[src/rtl/axi4_mem_ctrl_if.sv]
// AXI4 subset bundle (AW/W/B/AR/R channels) between a master and axi4_mem_ctrl.
//
// Handshake rule for every channel: a transfer happens on the rising clock
// edge where VALID and READY are both high; the source holds VALID and its
// payload stable until that edge, and READY may depend on VALID.
interface axi4_mem_ctrl_if #(
    parameter int DATA_WIDTH = 32,
    parameter int ADDR_WIDTH = 12
) ();
    logic                  AWVALID;
    logic                  AWREADY;
    logic [ADDR_WIDTH-1:0] AWADDR;
    logic [7:0]            AWLEN;
    logic                  WVALID;
    logic                  WREADY;
    logic [DATA_WIDTH-1:0] WDATA;
    logic                  WLAST;
    logic                  BVALID;
    logic                  BREADY;
    logic [1:0]            BRESP;
    logic                  ARVALID;
    logic                  ARREADY;
    logic [ADDR_WIDTH-1:0] ARADDR;
    logic [7:0]            ARLEN;
    logic                  RVALID;
    logic                  RREADY;
    logic [DATA_WIDTH-1:0] RDATA;
    logic [1:0]            RRESP;
    logic                  RLAST;

    modport slave (
        input  AWVALID, AWADDR, AWLEN, WVALID, WDATA, WLAST, BREADY,
               ARVALID, ARADDR, ARLEN, RREADY,
        output AWREADY, WREADY, BVALID, BRESP, ARREADY, RVALID, RDATA, RRESP, RLAST
    );

    modport master (
        output AWVALID, AWADDR, AWLEN, WVALID, WDATA, WLAST, BREADY,
               ARVALID, ARADDR, ARLEN, RREADY,
        input  AWREADY, WREADY, BVALID, BRESP, ARREADY, RVALID, RDATA, RRESP, RLAST
    );
endinterface

[src/rtl/axi4_mem_ctrl.sv]
// AXI4 INCR-burst slave in front of a single-port synchronous memory.
// One burst in service at a time; writes and reads share the memory port and
// are arbitrated round-robin in IDLE.
module axi4_mem_ctrl #(
    parameter int DATA_WIDTH     = 32,
    parameter int ADDR_WIDTH     = 12,
    parameter int MEM_ADDR_WIDTH = 10
) (
    input  logic                      ACLK,
    input  logic                      ARESET,
    axi4_mem_ctrl_if.slave            axi,
    output logic                      mem_en,
    output logic                      mem_we,
    output logic [MEM_ADDR_WIDTH-1:0] mem_addr,
    output logic [DATA_WIDTH-1:0]     mem_wdata,
    input  logic [DATA_WIDTH-1:0]     mem_rdata,
    output logic [2:0]                dbg_state
);

    typedef enum logic [2:0] {
        IDLE     = 3'd0,
        WR_DATA  = 3'd1,
        WR_RESP  = 3'd2,
        RD_ISSUE = 3'd3,
        RD_WAIT  = 3'd4,
        RD_DATA  = 3'd5
    } state_t;

    state_t                    state_q, state_d;
    logic [MEM_ADDR_WIDTH-1:0] addr_q, addr_d;
    logic [7:0]                cnt_q, cnt_d;
    logic [7:0]                len_q, len_d;
    logic                      err_q, err_d;
    logic [DATA_WIDTH-1:0]     rdata_q, rdata_d;
    // High when the most recent grant went to the write channel, so a
    // simultaneous request next time goes to the read channel.
    logic                      last_wr_q, last_wr_d;

    logic                      grant_wr, grant_rd, beat_last;
    logic [ADDR_WIDTH-1:0]     awaddr_w, araddr_w;
    logic                      unused_addr_bits;

    assign awaddr_w         = axi.AWADDR;
    assign araddr_w         = axi.ARADDR;
    // Byte-lane bits and any address bits above the memory range are ignored.
    assign unused_addr_bits = ^{awaddr_w, araddr_w};
    assign dbg_state        = state_q;

    // State and datapath registers; reset abandons any burst in flight.
    always_ff @(posedge ACLK or posedge ARESET) begin
        if (ARESET) begin
            state_q   <= IDLE;
            addr_q    <= '0;
            cnt_q     <= '0;
            len_q     <= '0;
            err_q     <= 1'b0;
            rdata_q   <= '0;
            last_wr_q <= 1'b0;
        end else begin
            state_q   <= state_d;
            addr_q    <= addr_d;
            cnt_q     <= cnt_d;
            len_q     <= len_d;
            err_q     <= err_d;
            rdata_q   <= rdata_d;
            last_wr_q <= last_wr_d;
        end
    end

    // Next-state, arbitration, bus outputs and memory strobes.
    always_comb begin
        state_d   = state_q;
        addr_d    = addr_q;
        cnt_d     = cnt_q;
        len_d     = len_q;
        err_d     = err_q;
        rdata_d   = rdata_q;
        last_wr_d = last_wr_q;

        axi.AWREADY = 1'b0;
        axi.WREADY  = 1'b0;
        axi.BVALID  = 1'b0;
        axi.BRESP   = 2'b00;
        axi.ARREADY = 1'b0;
        axi.RVALID  = 1'b0;
        axi.RDATA   = rdata_q;
        axi.RRESP   = 2'b00;
        axi.RLAST   = 1'b0;

        mem_en    = 1'b0;
        mem_we    = 1'b0;
        mem_addr  = addr_q;
        mem_wdata = axi.WDATA;

        grant_wr  = axi.AWVALID && (!axi.ARVALID || !last_wr_q);
        grant_rd  = axi.ARVALID && !grant_wr;
        beat_last = (cnt_q == len_q);

        case (state_q)
            IDLE: begin
                axi.AWREADY = grant_wr;
                axi.ARREADY = grant_rd;
                if (grant_wr) begin
                    state_d   = WR_DATA;
                    addr_d    = awaddr_w[MEM_ADDR_WIDTH+1:2];
                    cnt_d     = 8'd0;
                    len_d     = axi.AWLEN;
                    err_d     = 1'b0;
                    last_wr_d = 1'b1;
                end else if (grant_rd) begin
                    state_d   = RD_ISSUE;
                    addr_d    = araddr_w[MEM_ADDR_WIDTH+1:2];
                    cnt_d     = 8'd0;
                    len_d     = axi.ARLEN;
                    last_wr_d = 1'b0;
                end
            end
            WR_DATA: begin
                axi.WREADY = 1'b1;
                if (axi.WVALID) begin
                    mem_en = 1'b1;
                    mem_we = 1'b1;
                    // WLAST only flags a protocol error; the beat count decides.
                    if (axi.WLAST != beat_last) begin
                        err_d = 1'b1;
                    end
                    if (beat_last) begin
                        state_d = WR_RESP;
                    end else begin
                        cnt_d  = cnt_q + 8'd1;
                        addr_d = addr_q + MEM_ADDR_WIDTH'(1);
                    end
                end
            end
            WR_RESP: begin
                axi.BVALID = 1'b1;
                axi.BRESP  = err_q ? 2'b10 : 2'b00;
                if (axi.BREADY) begin
                    state_d = IDLE;
                end
            end
            RD_ISSUE: begin
                mem_en  = 1'b1;
                state_d = RD_WAIT;
            end
            RD_WAIT: begin
                rdata_d = mem_rdata;
                state_d = RD_DATA;
            end
            RD_DATA: begin
                axi.RVALID = 1'b1;
                axi.RLAST  = beat_last;
                if (axi.RREADY) begin
                    if (beat_last) begin
                        state_d = IDLE;
                    end else begin
                        cnt_d   = cnt_q + 8'd1;
                        addr_d  = addr_q + MEM_ADDR_WIDTH'(1);
                        state_d = RD_ISSUE;
                    end
                end
            end
            default: begin
                state_d = IDLE;
            end
        endcase
    end

endmodule
[src/flat_wrapper.sv]
// flat-port wrapper written by rule: the top's interface ports become plain ports
module axi4_mem_ctrl_flat 
#(
    parameter int DATA_WIDTH     = 32,
    parameter int ADDR_WIDTH     = 12,
    parameter int MEM_ADDR_WIDTH = 10
)
  (ACLK, ARESET, mem_en, mem_we, mem_addr, mem_wdata, mem_rdata, dbg_state, axi_AWVALID, axi_AWADDR, axi_AWLEN, axi_WVALID, axi_WDATA, axi_WLAST, axi_BREADY, axi_ARVALID, axi_ARADDR, axi_ARLEN, axi_RREADY, axi_AWREADY, axi_WREADY, axi_BVALID, axi_BRESP, axi_ARREADY, axi_RVALID, axi_RDATA, axi_RRESP, axi_RLAST);
  axi4_mem_ctrl_if #(.DATA_WIDTH(DATA_WIDTH), .ADDR_WIDTH(ADDR_WIDTH)) axi_i ();
  input  logic ACLK;
  input  logic ARESET;
  output logic mem_en;
  output logic mem_we;
  output logic [MEM_ADDR_WIDTH-1:0] mem_addr;
  output logic [DATA_WIDTH-1:0] mem_wdata;
  input  logic [DATA_WIDTH-1:0] mem_rdata;
  output logic [2:0] dbg_state;
  input wire logic [$bits(axi_i.AWVALID)-1:0] axi_AWVALID;
  input wire logic [$bits(axi_i.AWADDR)-1:0] axi_AWADDR;
  input wire logic [$bits(axi_i.AWLEN)-1:0] axi_AWLEN;
  input wire logic [$bits(axi_i.WVALID)-1:0] axi_WVALID;
  input wire logic [$bits(axi_i.WDATA)-1:0] axi_WDATA;
  input wire logic [$bits(axi_i.WLAST)-1:0] axi_WLAST;
  input wire logic [$bits(axi_i.BREADY)-1:0] axi_BREADY;
  input wire logic [$bits(axi_i.ARVALID)-1:0] axi_ARVALID;
  input wire logic [$bits(axi_i.ARADDR)-1:0] axi_ARADDR;
  input wire logic [$bits(axi_i.ARLEN)-1:0] axi_ARLEN;
  input wire logic [$bits(axi_i.RREADY)-1:0] axi_RREADY;
  output wire logic [$bits(axi_i.AWREADY)-1:0] axi_AWREADY;
  output wire logic [$bits(axi_i.WREADY)-1:0] axi_WREADY;
  output wire logic [$bits(axi_i.BVALID)-1:0] axi_BVALID;
  output wire logic [$bits(axi_i.BRESP)-1:0] axi_BRESP;
  output wire logic [$bits(axi_i.ARREADY)-1:0] axi_ARREADY;
  output wire logic [$bits(axi_i.RVALID)-1:0] axi_RVALID;
  output wire logic [$bits(axi_i.RDATA)-1:0] axi_RDATA;
  output wire logic [$bits(axi_i.RRESP)-1:0] axi_RRESP;
  output wire logic [$bits(axi_i.RLAST)-1:0] axi_RLAST;
  assign axi_i.AWVALID = axi_AWVALID;
  assign axi_i.AWADDR = axi_AWADDR;
  assign axi_i.AWLEN = axi_AWLEN;
  assign axi_i.WVALID = axi_WVALID;
  assign axi_i.WDATA = axi_WDATA;
  assign axi_i.WLAST = axi_WLAST;
  assign axi_i.BREADY = axi_BREADY;
  assign axi_i.ARVALID = axi_ARVALID;
  assign axi_i.ARADDR = axi_ARADDR;
  assign axi_i.ARLEN = axi_ARLEN;
  assign axi_i.RREADY = axi_RREADY;
  assign axi_AWREADY = axi_i.AWREADY;
  assign axi_WREADY = axi_i.WREADY;
  assign axi_BVALID = axi_i.BVALID;
  assign axi_BRESP = axi_i.BRESP;
  assign axi_ARREADY = axi_i.ARREADY;
  assign axi_RVALID = axi_i.RVALID;
  assign axi_RDATA = axi_i.RDATA;
  assign axi_RRESP = axi_i.RRESP;
  assign axi_RLAST = axi_i.RLAST;
  axi4_mem_ctrl #(.DATA_WIDTH(DATA_WIDTH), .ADDR_WIDTH(ADDR_WIDTH), .MEM_ADDR_WIDTH(MEM_ADDR_WIDTH)) u_core (.ACLK(ACLK), .ARESET(ARESET), .axi(axi_i), .mem_en(mem_en), .mem_we(mem_we), .mem_addr(mem_addr), .mem_wdata(mem_wdata), .mem_rdata(mem_rdata), .dbg_state(dbg_state));
endmodule
[config.mk]
export PLATFORM = sky130hd
export DESIGN_NAME = axi4_mem_ctrl_flat
export DESIGN_NICKNAME = d
export VERILOG_FILES = /design/src/rtl/axi4_mem_ctrl_if.sv /design/src/rtl/axi4_mem_ctrl.sv /design/src/flat_wrapper.sv
export SDC_FILE = /design/constraint.sdc
export NUM_CORES = 1
export LEC_CHECK = 0
export BUFFER_PORTS_ARGS = -buffer_cell sky130_fd_sc_hd__buf_2
export CAP_MARGIN = 25
export CORE_ASPECT_RATIO = 2
export CORE_MARGIN = 1
export CORE_UTILIZATION = 40
export CTS_CLUSTER_DIAMETER = 150
export DETAILED_ROUTE_END_ITERATION = 10
export HOLD_SLACK_MARGIN = 0.15
export PLACE_DENSITY = 0.74
export SLEW_MARGIN = 20
export SYNTH_ARGS = -nofsm -noshare
export SYNTH_HDL_FRONTEND = slang
export SYNTH_SLANG_ARGS = --single-unit
[constraint.sdc]
create_clock -name ACLK -period 2.8 [get_ports ACLK]
set_clock_uncertainty 0.15 [all_clocks]
set_input_delay 0.42 -clock ACLK [delete_from_list [all_inputs] [get_ports ACLK]]
set_output_delay 0.42 -clock ACLK [all_outputs]
set_load 0.05 [all_outputs]
==> results by group <==
STA
  • Slew Viols, Final: 0
  • Max Clock Freq: 399 MHz
  • Setup violators final: 0
  • Final critical-path setup slack: 294 ps
  • Slew of the pin with the lowest slew margin: 907 ps
  • Tcrit/Tclk final: 0.895
  • Hold Vio Cnt, Final: 0
  • Min Tclk post-route: 2510 ps
  • RSZ-0062 raised after global routing: false
  • Setup TNS: 0 ps
  • Rel. slew slack: 0.393

Setup path
  • CP required: 2230 ps
  • Critical Path Sink Type: primary output
  • Worst Path Arrival: 1940 ps
  • Worst setup path category: reg -> out
  • Worst Reg-to-Reg Cells: 4
  • Startpoint Class: register
  • CP max FO: 5

Hold path
  • Worst min path class: in -> reg
  • Hold Path Depth: 2

Routing
  • Routed wire length: 8.84 mm
  • DR pass1 iterations: 4
  • Vias: 2921
  • Drt via density: 5.36
  • Post-DRT Antenna Nets: 0
  • 1st-iter DRT viols: 147
  • WL/cell: 16.2 um
  • DR DRC count: 0

Floorplanning
  • Initial core utilization: 0.414
  • Cell Rows: 47
  • Die span in y: 134 um
  • Core area: 0.00835 mm2
  • Die Wd: 67.8 um
  • I/O pin total: 201
  • Die area: 0.00905 mm2

Cells and area
  • # diodes: 0
  • Area delta synth->final: 25.9%
  • Layout net count: 557
  • Most frequent cells in the layout: buf_2, dfrtp_1, mux2_2, nand2_1
  • Ratio of cells with drive above 1 in the final layout: 0.441
  • Most common cell after layout, fill and taps aside: buf_2

Yosys
  • Synth async-reset ratio: 1.00
  • Register area share after synthesis: 0.456
  • Mapped Cells: 337
  • Ys Warns: 0
  • Synthesized flop and latch total: 63
  • Synthesized area: 0.00346 mm2
  • Post-synth EDFFs: 0
  • Predominant post-synthesis flop cell: dfrtp_1
  • Avg Cell Area, Syn: 10.3 um2
  • Post-synthesis cell type count: 51

Clocking
  • Clock root buffer: clkbuf_16
  • Depth of the CTS H-tree: 3
  • Post-CTS Resized: 0
  • Largest buffer count on any clock path: 2
  • Hold-fix buffers, CTS: 1
  • CTS tree: done
  • Clock slew at reported path FFs: 50 ps
  • Clk_lat worst skew: 330 ps
  • Post-CTS Setup Inserts: 0
  • CTS sink count: 63
  • TritonCTS Buffers: 9

Global routing
  • Initial antenna violation count: 0
  • Largest net degree at the start of global routing: 33
  • Via count of the first global-routing pass: 3014
  • First-pass GRT wire length: 14.1 mm
  • Global route overflow: 0
  • All-Layer GR Usage: 0.211

Power and ir drop
  • Seq pwr share: 0.275
  • Sw Share: 0.486
  • VDD IR max: 0.876 mV
  • Pwr dens: 1410 mW/mm2
  • Final Power: 6.13 mW
  • Leak pwr: 2.08 nW
  • Comb pwr share: 0.531
  • Cell-internal power: 3.15 mW
  • Psw: 2.98 mW
  • Clock share of power: 0.193

Placement
  • Routability Congestion: 0.840
  • DPL Wire Length: 6.73 mm
  • Post-Place Worst Slack: 448 ps
  • Port Buf Inserts: 129

Run
  • Max-Cap Viols: 0

Run status
  • Run status: completed
power groups by stage:
stage | Combinational, mW | Sequential, mW | Clock [mW]
after floorplan | 1.47 | 2.76 | 0
after global placement | 3.21 | 1.67 | 0
after detailed placement | 3.27 | 1.70 | 0
after CTS | 3.28 | 1.69 | 1.21
after global routing | 3.49 | 1.75 | 1.24
final | 3.26 | 1.69 | 1.18
layer usage:
metal,vias to the layer above,global-route usage,routed length (um)
met5,-,0,0
met1,1372,0.218,3150
met2,122,0.356,4780
met3,39,0.0514,545
met4,0,0.144,373
li1,1388,-,-
Yosys cell counts, types with 6 or more instances:
master     n  area (um2)
dfrtp_1   63        1580
buf_4     35         263
mux2_2    31         349
nand2_1   29         109
o21ai_0   19        95.1
mux2i_1   18         180
nor2_1    17        63.8
nand3_1   11        55.1
a21oi_1   10        50.1
clkbuf_1  10        37.5
xnor2_1    9        78.8
inv_1      7        26.3
nor3_1     7        35.0
buf_2      6        30.0
or4_1      6        45.0
sequential cells by signal, indices dropped and copies added, names as in the netlist:
| name | cells |
|---|---|
| u_core.dbg_state | 3 |
| u_core.last_wr_q | 1 |
| u_core.mem_addr | 10 |
| u_core.err_q | 1 |
| u_core.len_q | 8 |
| u_core.cnt_q | 8 |
| u_core.axi.RDATA | 32 |
kinds of logic after synthesis:
logic type               Yosys count  share of synthesized area
flip-flops                        63                      0.456
other                              1                    0.00108
AND/OR/NAND/NOR                   89                      0.126
buffers and inverters             58                      0.103
adder cells (fa/ha/maj)            2                    0.00723
multiplexers                      51                      0.159
AO/OA/AOI/OAI                     64                      0.125
XOR/XNOR                           9                     0.0228
per-stage QoR:
stage          cell area, um2  hold slack (ps)  instances  utilization
2_1_floorplan            3470              314        339            -
3_3_place_gp             4030              316        529        0.483
4_1_cts                  4360              161        545        0.522
3_5_place_dp             4030              339        529        0.483
6_report                 4360              171        545        0.522
5_1_grt                  4360              164        545        0.522
worst max-delay path, cell delays in order (launching register included):
cell and delay (ps):
dfrtp_1 410, xnor2_1 230, nand4_1 210, or2_2 370
nor3_2 100, buf_2 290
path summary, 6_finish.rpt:
path                                           from                    to  slack (ps)
worst min register to register      u_core.len_q[2]       u_core.len_q[2]         350
min in group asynchronous                    ARESET   u_core.axi.RDATA[7]         580
worst max register to register  u_core.dbg_state[0]    u_core.mem_addr[8]         440
max in group asynchronous                    ARESET  u_core.axi.RDATA[16]        1170
worst min-delay path                  mem_rdata[26]  u_core.axi.RDATA[26]         170
worst max-delay path                u_core.cnt_q[7]             axi_RLAST         290
area by class of cell:
cell class / instances / area, um2
Tap cell: 98 / 123
Fill cell: 769 / 3990
Multi-Input combinational cell: 218 / 1550
Sequential cell: 63 / 1580
Inverter: 7 / 26.3
Clock buffer: 11 / 243
Clock inverter: 4 / 70.1
Timing Repair Buffer: 144 / 773
No activity file was read; power rests on OpenSTA's default activity.
